`src/rtl/fifo2gmii24_if.sv`:
```
// FIFO-side and GMII-side signal bundle for the fifo2gmii24 framer.
// master: framer side (pops FIFO, drives GMII); slave: FIFO/PHY peer side.
interface fifo2gmii24_if;
  logic        tx_go;
  logic [28:0] fifo_dout;
  logic [10:0] fifo_cnt;
  logic        fifo_empty;
  logic        fifo_rd_en;
  logic [7:0]  txd;
  logic        tx_en;
  logic        underflow;

  modport master (
    input  tx_go, fifo_dout, fifo_cnt, fifo_empty,
    output fifo_rd_en, txd, tx_en, underflow
  );

  modport slave (
    output tx_go, fifo_dout, fifo_cnt, fifo_empty,
    input  fifo_rd_en, txd, tx_en, underflow
  );
endinterface

```
`src/rtl/fifo2gmii24.sv`:
```
// Line framer: show-ahead FIFO words -> Ethernet/IPv4/UDP frame on GMII TX.
// Ports: clk125, sys_rst_n, bus (fifo2gmii24_if.master). Option: FIFO2GMII_IPCSUM_EN.
module fifo2gmii24 #(
  parameter logic [47:0] SRC_MAC  = 48'h00_37_FF_00_00_01,
  parameter logic [47:0] DST_MAC  = 48'hFF_FF_FF_FF_FF_FF,
  parameter logic [31:0] IPV4_SRC = {8'd192, 8'd168, 8'd0, 8'd2},
  parameter logic [31:0] IPV4_DST = {8'd192, 8'd168, 8'd0, 8'd1},
  parameter logic [15:0] SRC_PORT = 16'd12345,
  parameter logic [15:0] DST_PORT = 16'd12345,
  parameter logic [10:0] PIXELS   = 11'd640,
  parameter logic [7:0]  IFG      = 8'd12
) (
  input logic         clk125,
  input logic         sys_rst_n,
  fifo2gmii24_if.master bus
);

  typedef enum logic [2:0] {
    IDLE, PRE, HDR, INFO, PAY, FCS, GAP
  } state_t;

  localparam logic [15:0] TOT_LEN =
    16'd30 + {4'd0, PIXELS, 1'b0};
  localparam logic [15:0] UDP_LEN =
    16'd10 + {4'd0, PIXELS, 1'b0};
  localparam logic [11:0] PAY_LAST =
    {PIXELS, 1'b0} - 12'd1;
  // GAP plus the IDLE decision cycle give IFG idle cycles
  localparam logic [11:0] GAP_LAST =
    {4'd0, IFG} - 12'd2;

  state_t      state;
  logic [11:0] cnt;
  logic [15:0] ident;
  logic [15:0] csum;
  logic [31:0] crc;
  logic        uf_slot;
  logic [7:0]  txd_r;
  logic        tx_en_r;
  logic        uf_r;
  logic [7:0]  nb;
  logic [335:0] hdr;
  logic [335:0] hdr_sh;
  logic [31:0] fcs;
  logic [28:0] d;
  logic        go;
  logic        unused;

  assign d      = bus.fifo_dout;
  assign unused = d[28];
  assign go     = bus.tx_go &&
                  (bus.fifo_cnt >= PIXELS);

  assign hdr = {
    DST_MAC, SRC_MAC, 16'h0800,
    8'h45, 8'h00, TOT_LEN, ident,
    16'h4000, 8'h40, 8'h11, csum,
    IPV4_SRC, IPV4_DST,
    SRC_PORT, DST_PORT, UDP_LEN, 16'h0000
  };
  assign hdr_sh = hdr << {cnt[5:0], 3'b000};
  assign fcs    = ~crc;

  function automatic logic [31:0] crc8(
    input logic [31:0] c,
    input logic [7:0]  b
  );
    logic [31:0] r;
    r = c;
    for (int i = 0; i < 8; i++) begin
      if (r[0] ^ b[i]) r = (r >> 1) ^ 32'hEDB88320;
      else             r = r >> 1;
    end
    return r;
  endfunction

`ifdef FIFO2GMII_IPCSUM_EN
  logic [19:0] sum;
  logic [16:0] f1;
  logic [15:0] f2;

  always_comb begin
    sum = 20'h4500 + {4'd0, TOT_LEN} +
          {4'd0, ident} + 20'h4000 +
          20'h4011 +
          {4'd0, IPV4_SRC[31:16]} +
          {4'd0, IPV4_SRC[15:0]} +
          {4'd0, IPV4_DST[31:16]} +
          {4'd0, IPV4_DST[15:0]};
    f1 = {1'b0, sum[15:0]} + {13'd0, sum[19:16]};
    f2 = f1[15:0] + {15'd0, f1[16]};
  end

  // ident is stable through PRE; ready well before offset 0x18
  always_ff @(posedge clk125) begin
    if (!sys_rst_n)      csum <= 16'h0000;
    else if (state == PRE) csum <= ~f2;
  end
`else
  assign csum = 16'h0000;
`endif

  always_comb begin
    nb = 8'h00;
    unique case (state)
      PRE:  nb = (cnt == 12'd7) ? 8'hD5 : 8'h55;
      HDR:  nb = hdr_sh[335:328];
      INFO: nb = cnt[0] ?
                 {3'b000, d[27], 1'b0, d[26:24]} :
                 d[23:16];
      PAY: begin
        if (!cnt[0])
          nb = bus.fifo_empty ? 8'h00 : d[15:8];
        else
          nb = uf_slot ? 8'h00 : d[7:0];
      end
      FCS:  nb = fcs[{cnt[1:0], 3'b000} +: 8];
      default: nb = 8'h00;
    endcase
  end

  // Pop while the low byte is being taken so the next
  // high byte already sees the new head word.
  assign bus.fifo_rd_en = (state == PAY) && cnt[0] &&
                          !uf_slot && !bus.fifo_empty;
  assign bus.txd       = txd_r;
  assign bus.tx_en     = tx_en_r;
  assign bus.underflow = uf_r;

  always_ff @(posedge clk125) begin
    if (!sys_rst_n) begin
      state   <= IDLE;
      cnt     <= 12'd0;
      ident   <= 16'h0000;
      crc     <= 32'hFFFFFFFF;
      uf_slot <= 1'b0;
      txd_r   <= 8'h00;
      tx_en_r <= 1'b0;
      uf_r    <= 1'b0;
    end else begin
      txd_r   <= nb;
      tx_en_r <= 1'b0;
      uf_r    <= 1'b0;
      unique case (state)
        IDLE: begin
          crc <= 32'hFFFFFFFF;
          cnt <= 12'd0;
          if (go) state <= PRE;
        end
        PRE: begin
          tx_en_r <= 1'b1;
          cnt     <= cnt + 12'd1;
          if (cnt == 12'd7) begin
            state <= HDR;
            cnt   <= 12'd0;
          end
        end
        HDR: begin
          tx_en_r <= 1'b1;
          crc     <= crc8(crc, nb);
          cnt     <= cnt + 12'd1;
          if (cnt == 12'd41) begin
            state <= INFO;
            cnt   <= 12'd0;
          end
        end
        INFO: begin
          tx_en_r <= 1'b1;
          crc     <= crc8(crc, nb);
          cnt     <= cnt + 12'd1;
          if (cnt == 12'd1) begin
            state <= PAY;
            cnt   <= 12'd0;
          end
        end
        PAY: begin
          tx_en_r <= 1'b1;
          crc     <= crc8(crc, nb);
          cnt     <= cnt + 12'd1;
          if (!cnt[0]) begin
            uf_slot <= bus.fifo_empty;
            uf_r    <= bus.fifo_empty;
          end
          if (cnt == PAY_LAST) begin
            state <= FCS;
            cnt   <= 12'd0;
          end
        end
        FCS: begin
          tx_en_r <= 1'b1;
          cnt     <= cnt + 12'd1;
          if (cnt == 12'd3) begin
            state <= GAP;
            cnt   <= 12'd0;
            ident <= ident + 16'd1;
          end
        end
        GAP: begin
          cnt <= cnt + 12'd1;
          if (cnt == GAP_LAST) begin
            state <= IDLE;
            cnt   <= 12'd0;
          end
        end
        default: state <= IDLE;
      endcase
    end
  end

endmodule

```
`src/flat_wrapper.sv`:
```
// flat-port wrapper written by rule: the top's interface ports become plain ports
module fifo2gmii24_flat 
#(
  parameter logic [47:0] SRC_MAC  = 48'h00_37_FF_00_00_01,
  parameter logic [47:0] DST_MAC  = 48'hFF_FF_FF_FF_FF_FF,
  parameter logic [31:0] IPV4_SRC = {8'd192, 8'd168, 8'd0, 8'd2},
  parameter logic [31:0] IPV4_DST = {8'd192, 8'd168, 8'd0, 8'd1},
  parameter logic [15:0] SRC_PORT = 16'd12345,
  parameter logic [15:0] DST_PORT = 16'd12345,
  parameter logic [10:0] PIXELS   = 11'd640,
  parameter logic [7:0]  IFG      = 8'd12
)
  (clk125, sys_rst_n, bus_tx_go, bus_fifo_dout, bus_fifo_cnt, bus_fifo_empty, bus_fifo_rd_en, bus_txd, bus_tx_en, bus_underflow);
  fifo2gmii24_if bus_i ();
  input logic clk125;
  input logic sys_rst_n;
  input wire logic [$bits(bus_i.tx_go)-1:0] bus_tx_go;
  input wire logic [$bits(bus_i.fifo_dout)-1:0] bus_fifo_dout;
  input wire logic [$bits(bus_i.fifo_cnt)-1:0] bus_fifo_cnt;
  input wire logic [$bits(bus_i.fifo_empty)-1:0] bus_fifo_empty;
  output wire logic [$bits(bus_i.fifo_rd_en)-1:0] bus_fifo_rd_en;
  output wire logic [$bits(bus_i.txd)-1:0] bus_txd;
  output wire logic [$bits(bus_i.tx_en)-1:0] bus_tx_en;
  output wire logic [$bits(bus_i.underflow)-1:0] bus_underflow;
  assign bus_i.tx_go = bus_tx_go;
  assign bus_i.fifo_dout = bus_fifo_dout;
  assign bus_i.fifo_cnt = bus_fifo_cnt;
  assign bus_i.fifo_empty = bus_fifo_empty;
  assign bus_fifo_rd_en = bus_i.fifo_rd_en;
  assign bus_txd = bus_i.txd;
  assign bus_tx_en = bus_i.tx_en;
  assign bus_underflow = bus_i.underflow;
  fifo2gmii24 #(.SRC_MAC(SRC_MAC), .DST_MAC(DST_MAC), .IPV4_SRC(IPV4_SRC), .IPV4_DST(IPV4_DST), .SRC_PORT(SRC_PORT), .DST_PORT(DST_PORT), .PIXELS(PIXELS), .IFG(IFG)) u_core (.clk125(clk125), .sys_rst_n(sys_rst_n), .bus(bus_i));
endmodule
```
`config.mk`:
```
export PLATFORM = sky130hd
export DESIGN_NAME = fifo2gmii24_flat
export DESIGN_NICKNAME = d
export VERILOG_FILES = /design/src/rtl/fifo2gmii24_if.sv /design/src/rtl/fifo2gmii24.sv /design/src/flat_wrapper.sv
export SDC_FILE = /design/constraint.sdc
export NUM_CORES = 1
export LEC_CHECK = 0
export ABC_AREA = 0
export CORE_MARGIN = 5
export CORE_UTILIZATION = 37
export DETAILED_ROUTE_END_ITERATION = 7
export PLACE_DENSITY_LB_ADDON = 0.05
export SETUP_SLACK_MARGIN = 0.3
export SYNTH_ARGS = -nofsm -noshare
export SYNTH_HDL_FRONTEND = slang
export SYNTH_SLANG_ARGS = --single-unit
```
`constraint.sdc`:
```
create_clock -name clk125 -period 5.2 [get_ports clk125]
set_input_delay 0.52 -clock clk125 [delete_from_list [all_inputs] [get_ports clk125]]
set_output_delay 0.52 -clock clk125 [all_outputs]
set_load 0.01 [all_outputs]
```
After elaboration in Yosys (flattened, before gate mapping)
Cells that the tools add are included.
{"block": "totals", "regBits": 74, "out_inout_bits": 11}
{"block": "classes", "n_addsub": 2, "order_cmp": 1, "n_eq_ne": 19, "shifts": 2, "mux": 87, "bitwise": 48, "reduce_logical": 14}
{"op": "$mux W32", "n": 64}
{"op": "$shl A336 B9 Y336", "n": 1}
{"op": "$not A13 Y14", "n": 22}
{"op": "$pmux W32 S4", "n": 1}
{"op": "$pmux W12 S7", "n": 1}
{"op": "$mux W12", "n": 6}
{"op": "$mux W8", "n": 5}
{"op": "$pmux W8 S5", "n": 1}
{"op": "$not A32 Y32", "n": 1}
{"op": "$shiftx A32 B6 Y8", "n": 1}
{"op": "$xor A1 B1 Y1", "n": 22}
{"op": "$mux W3", "n": 7}
{"op": "$pmux W3 S7", "n": 1}
{"op": "$add A16 B1 Y16 const B", "n": 1}
{"op": "$add A12 B1 Y12 const B", "n": 1}
{"op": "$eq A12 B1 Y1 const B", "n": 1}
{"op": "$eq A12 B11 Y1 const B", "n": 1}
{"op": "$eq A12 B2 Y1 const B", "n": 1}
{"op": "$eq A12 B3 Y1 const B", "n": 1}
{"op": "$eq A12 B4 Y1 const B", "n": 1}
{"op": "$eq A12 B6 Y1 const B", "n": 1}
{"op": "$ne A2 B1 Y1 const B", "n": 6}
{"op": "$ge A11 B10 Y1 const B", "n": 1}
{"op": "$eq A3 B3 Y1 const B", "n": 3}
{"op": "14 further kinds", "n": 22}

Logic depth before layout (Yosys ltp)
{"block": "logic_depth", "ltp_word": 34, "ltp_mapped": 12, "ltp_nobuf": 11}

Least setup slack after synthesis
No wires, ideal clock.
{"block": "synth_timing", "path_kind": "register to register", "start": "reg u_core.cnt[1]", "end": "reg u_core.crc[17]", "setup_time_ns": 0.117, "t_arrival_ns": 3.024, "path_slack_ns": 2.059, "path_stages_with_launch": 13, "n_path_buf": 1, "synth_period_minus_slack_ns": 3.141, "cell_sequence": "dfxtp_1 > clkbuf_1 > inv_1 > ha_1 > nor4bb_1 > a211oi_1 > o21ai_1 > a31oi_1 > xnor2_2 > xnor3_1 > xor2_1 > xnor2_1 > o22a_1"}
{"block": "synth_between", "elab_chain_len": 30, "elab_cells_between_ends": 93, "cone_classes": "shift: 2; mux: 66; bitwise: 25"}
{"element": "start, declared", "line": "fifo2gmii24.sv:33", "rtl": "logic [11:0] cnt;"}
{"element": "start signal, assigned", "line": "fifo2gmii24.sv:152", "rtl": "cnt <= cnt + 12'd1;"}
{"element": "start signal, assigned", "line": "fifo2gmii24.sv:161", "rtl": "cnt <= cnt + 12'd1;"}
{"element": "start signal, assigned", "line": "fifo2gmii24.sv:170", "rtl": "cnt <= cnt + 12'd1;"}
{"element": "$shl A336 B9 Y336 / $shiftx A32 B6 Y8 (equally long branches)", "line": "fifo2gmii24.sv:61, fifo2gmii24.sv:117"}
{"element": "$pmux W8 S5 *", "line": "fifo2gmii24.sv:105", "rtl": "unique case (state)"}
{"element": "$xor A1 B1 Y1", "line": "fifo2gmii24.sv:71", "rtl": "if (r[0] ^ b[i]) r = (r >> 1) ^ 32'hEDB88320;"}
{"element": "$mux W32", "line": "fifo2gmii24.sv:71"}
{"element": "$mux W32", "line": "fifo2gmii24.sv:144", "rtl": "unique case (state)"}
{"element": "$mux W32", "line": "fifo2gmii24.sv:131", "rtl": "if (!sys_rst_n) begin"}
{"element": "$not A13 Y14 (no line)"}
{"element": "$mux W32", "line": "fifo2gmii24.sv:71"}
{"element": "[... 14 more ...]"}
{"element": "$mux W32", "line": "fifo2gmii24.sv:71"}
{"element": "$mux W32", "line": "fifo2gmii24.sv:144"}
{"element": "$mux W32", "line": "fifo2gmii24.sv:131"}
{"element": "$mux W32", "line": "fifo2gmii24.sv:71"}
{"element": "$mux W32", "line": "fifo2gmii24.sv:144"}
{"element": "$mux W32", "line": "fifo2gmii24.sv:131"}
{"element": "$mux W32", "line": "fifo2gmii24.sv:71"}
{"element": "$pmux W32 S4 *", "line": "fifo2gmii24.sv:144"}
{"element": "end signal, assigned", "line": "fifo2gmii24.sv:160", "rtl": "crc <= crc8(crc, nb);"}
{"element": "end signal, assigned", "line": "fifo2gmii24.sv:169", "rtl": "crc <= crc8(crc, nb);"}
{"element": "end signal, assigned", "line": "fifo2gmii24.sv:178", "rtl": "crc <= crc8(crc, nb);"}
{"element": "end, declared", "line": "fifo2gmii24.sv:36", "rtl": "logic [31:0] crc;"}
Mark *: on every way between the ends. The rest lies on a longest branch, timed or not. The select of a mux whose other input is x is not followed.
A chain may end at the register's enable or synchronous reset.

Worst setup path after layout
{"block": "layout_timing", "start": "reg u_core.state[2]", "end": "reg u_core.crc[19]"}
{"block": "layout_between", "elab_chain_len": 31, "elab_cells_between_ends": 107, "cone_classes": "eq/ne: 5; mux: 66; bitwise: 34; reduce/logical: 2"}
{"element": "start, declared", "line": "fifo2gmii24.sv:32", "rtl": "state_t state;"}
{"element": "start signal, assigned", "line": "fifo2gmii24.sv:132", "rtl": "state <= IDLE;"}
{"element": "start signal, assigned", "line": "fifo2gmii24.sv:148", "rtl": "if (go) state <= PRE;"}
{"element": "start signal, assigned", "line": "fifo2gmii24.sv:154", "rtl": "state <= HDR;"}
{"element": "$eq A3 B3 Y1, or another cell as far along", "line": "fifo2gmii24.sv:105"}
{"element": "$pmux W8 S5", "line": "fifo2gmii24.sv:105"}
{"element": "$xor A1 B1 Y1", "line": "fifo2gmii24.sv:71"}
{"element": "$mux W32", "line": "fifo2gmii24.sv:71"}
{"element": "$mux W32", "line": "fifo2gmii24.sv:144"}
{"element": "$mux W32", "line": "fifo2gmii24.sv:131"}
{"element": "$mux W32", "line": "fifo2gmii24.sv:71"}
{"element": "$mux W32", "line": "fifo2gmii24.sv:144"}
{"element": "[... 15 more ...]"}
{"element": "$mux W32", "line": "fifo2gmii24.sv:131"}
{"element": "$not A13 Y14 (no line)"}
{"element": "$mux W32", "line": "fifo2gmii24.sv:71"}
{"element": "$mux W32", "line": "fifo2gmii24.sv:144"}
{"element": "$mux W32", "line": "fifo2gmii24.sv:131"}
{"element": "$not A13 Y14 (no line)"}
{"element": "$mux W32", "line": "fifo2gmii24.sv:71"}
{"element": "$pmux W32 S4", "line": "fifo2gmii24.sv:144"}
Parallel ways exist; a longest one is shown, timed or not. The select of a mux whose other input is x is not followed.

==> flow_summary_export.csv <==
group,metric,value,unit
min_path,hold_path_depth,2,
critical_path,reg2reg_from,"u_core.state[2]$_SDFFE_PN0P_",
die,start_util,0.376,
placed_design,portBuffers,46,
clocking,ctsHoldBuffers,0,
sta,setup_viol,0,
global_routing,overflow,0,
critical_path,critPathLaunch,"u_core.state[2]$_SDFFE_PN0P_",
clocking,clockBufferDepth,2,
layout,nets,660,
sta,max_freq,263,MHz
logic_synthesis,synthTopCellsByArea,"dfxtp_1 (30%), xnor2_1 (8.3%), nor2_1 (4.7%)",
sta,slew_headroom,0.374,
logic_synthesis,synth.top_cell.area_share,0.298,
sta,rsz0062_at_grt,"no",
global_routing,use_met3,0.0419,
drt,drc,0,
critical_path,cpPeakStageDelay,0.79,ns
global_routing,grt_use_met2,0.326,
die,io_pins,55,
die,rows,42,
power,p_leak,1.96,nW
min_path,hp-class,"reg2reg",
clocking,path_clk_slew,0.06,ns
sta,maxSlewViolCount,0,
global_routing,grt_pass1_wl,23900,um
power,ir_drop,0.403,mV
critical_path,cp_top_family,"simple AND/OR/NAND/NOR gates",
drt,first_iter_violations,262,
layout,areaGrowthSynthToFinish,17.2,%
layout,finalNonFillerCells,784,
clocking,cts_tree,"done",
critical_path,worstSetupPathType,"reg2reg",
sta,min_period_over_period,0.733,
drt,vias_per_cell,5.53,
critical_path,worstPathMaxFanout,22,
sta,setup-tns-final,0,ns
logic_synthesis,synth.largest_area_cell,"dfxtp_1",
critical_path,cp-start-kind,"register",
min_path,worstHoldStart,"u_core.ident[15]$_SDFFE_PN0P_",
global_routing,antenna_found_initial,0,
critical_path,path_depth,9,
logic_synthesis,postSynthCellCount,573,
drt,wl_per_cell,19.3,um
logic_synthesis,syn-num-nets,630,
critical_path,arrival,3.99,ns
logic_synthesis,synth_cell_types,78,
drt,vias,4334,
layout,final_common_cell,"dfxtp_1",
logic_synthesis,synthFlopType,"dfxtp_1",
global_routing,grt_usage,0.193,
critical_path,end_kind,"register",
critical_path,path_buf_inv,0,
placed_design,place_congestion,0.820,
logic_synthesis,synth-edff-count,0,
drt,drt_first_pass_iters,5,
drt,routed_wl,15100,um
logic_synthesis,ys_seq_area_frac,0.298,
critical_path,crit_chain,"or3b_1, nor3_4, a221o_1, a31oi_1, a21oi_2, xnor3_2, xnor2_2, xnor2_1, a21oi_1",
clocking,post_cts_buffers,0,
clocking,root_buffer,"clkbuf_16",
global_routing,met1_usage,0.247,
logic_synthesis,ys_seq_elements,74,
global_routing,grt_pass1_vias,4255,
run_status,status,"finished, final reports clean",
sta,worstMarginPinSlew,0.936,ns
logic_synthesis,synth_area,4980,um^2
drt,ant_nets,0,
sta,fin_skew,0.00561,ns
critical_path,cp.required,5.38,ns
die,die_x,126,um
clocking,cts-buffers-inserted,9,
layout,antenna_cells,0,
critical_path,slowest_stage,"dfxtp_1",
power,power.density,579,nW/um^2
placed_design,dpl-instance-area,5550,um^2
placed_design,hpwl,11100,um
critical_path,r2r_cells,9,
global_routing,grt_busiest_layer,"met2",
sta,hold_violations,0,
placed_design,dpl.cell_count,768,
logic_synthesis,synth_warnings,0,
layout,layout_common_cells,"dfxtp_1 (74), nor2_1 (63), xnor2_1 (47)",
run,cap_violations,0,
logic_synthesis,synth_async_sr_flop_share,0,
layout,drive_gt1_frac,0.0938,
layout,fillerInstances,1345,
clocking,htree_levels,3,
layout,final_area,5840,um^2
logic_synthesis,syn_avg_cell_area,8.69,um^2
sta,period_needed,3.81,ns
die,core_area,13200,um^2
global_routing,grt_max_degree,27,
die,die_y,126,um
clocking,clock_sinks,74,
die,dieArea,15900,um^2
clocking,cts_resized,0,
clocking,clk-insertion-delay-late,0.35,ns
==> state kept, by name, summed over array words and instances, names as in the netlist <==
| signal | flops |
|---|---|
| u_core.bus.tx_en | 1 |
| u_core.bus.txd | 8 |
| u_core.bus.underflow | 1 |
| u_core.cnt | 12 |
| u_core.crc | 32 |
| u_core.ident | 16 |
| u_core.state | 3 |
| u_core.uf_slot | 1 |
==> routing by layer <==
layer	part of all wire	routed length [um]
met3	0.039	596
met5	0	0
met2	0.50	7600
met4	0.015	230
met1	0.44	6670
==> synthesized netlist by cell type (6+ instances only) <==
library cell / number
mux2i_1: 9
a22oi_1: 10
nor3_1: 6
ha_1: 13
nor2_1: 63
a31oi_1: 8
nand2_1: 38
o22a_1: 6
or3_1: 8
nand4_1: 10
xor2_1: 27
xnor2_1: 47
nand3_1: 13
dfxtp_1: 74
o21ai_0: 14
clkbuf_1: 16
xnor2_2: 6
nand2b_1: 6
o22ai_1: 16
a21oi_1: 36
buf_2: 10
a221oi_1: 9
nor2b_1: 7
inv_1: 16
==> final timing paths <==
| path | to | slack, ns |
|---|---|---|
| max | u_core.crc[19]$_SDFFE_PN1P_ | 1.39 |
| min | u_core.ident[15]$_SDFFE_PN0P_ | 0.51 |
| max reg2reg | u_core.crc[19]$_SDFFE_PN1P_ | 1.39 |
| min reg2reg | u_core.ident[15]$_SDFFE_PN0P_ | 0.51 |
==> cell type report <==
cell class / count / area [um^2] / share of cell area
flip-flops and latches: 74 / 1480 / 0.254
clock inverters: 2 / 10.0 / 0.00171
repair buffers: 53 / 513 / 0.0879
well taps: 176 / 220 / 0.0377
multi-input cells: 448 / 3270 / 0.561
clock buffers: 14 / 274 / 0.0469
inverters: 17 / 63.8 / 0.0109
==> cell families after synthesis <==
kind of cell	after synthesis	share of synthesized area
AND/OR/NAND/NOR	190	0.197
AO/OA/AOI/OAI	144	0.210
XOR/XNOR	90	0.193
flip-flops	74	0.298
buffers and inverters	51	0.0447
adder cells (fa/ha/maj)	13	0.0327
multiplexers	11	0.0249
==> power by group <==
part | internal, mW | total, mW | switching (mW) | leakage, nW
combinational | 0.898 | 2.00 | 1.10 | 1.22
clock | 0.361 | 0.600 | 0.239 | 0.143
sequential | 0.654 | 0.780 | 0.125 | 0.599
==> worst reg2reg max path: stages, from the launching register on <==
cell and delay [ns]:
dfxtp_1 0.79, or3b_1 0.58, nor3_4 0.41, a221o_1 0.27, a31oi_1 0.10, a21oi_2 0.43
xnor3_2 0.53, xnor2_2 0.29, xnor2_1 0.16, a21oi_1 0.09
==> stage by stage <==
step / power, mW / setup WS (ns) / utilization / hold slack [ns]
5_1_grt: 3.62 / 1.05 / 0.441 / 0.541
3_5_place_dp: 2.79 / 1.43 / 0.419 / 0.504
3_3_place_gp: 2.80 / 1.39 / 0.419 / 0.497
4_1_cts: 3.42 / 1.40 / 0.441 / 0.517
6_report: 3.38 / 1.39 / 0.441 / 0.513
2_1_floorplan: 2.34 / 2.06 / - / 0.471
(Power assumes the default switching activity.)
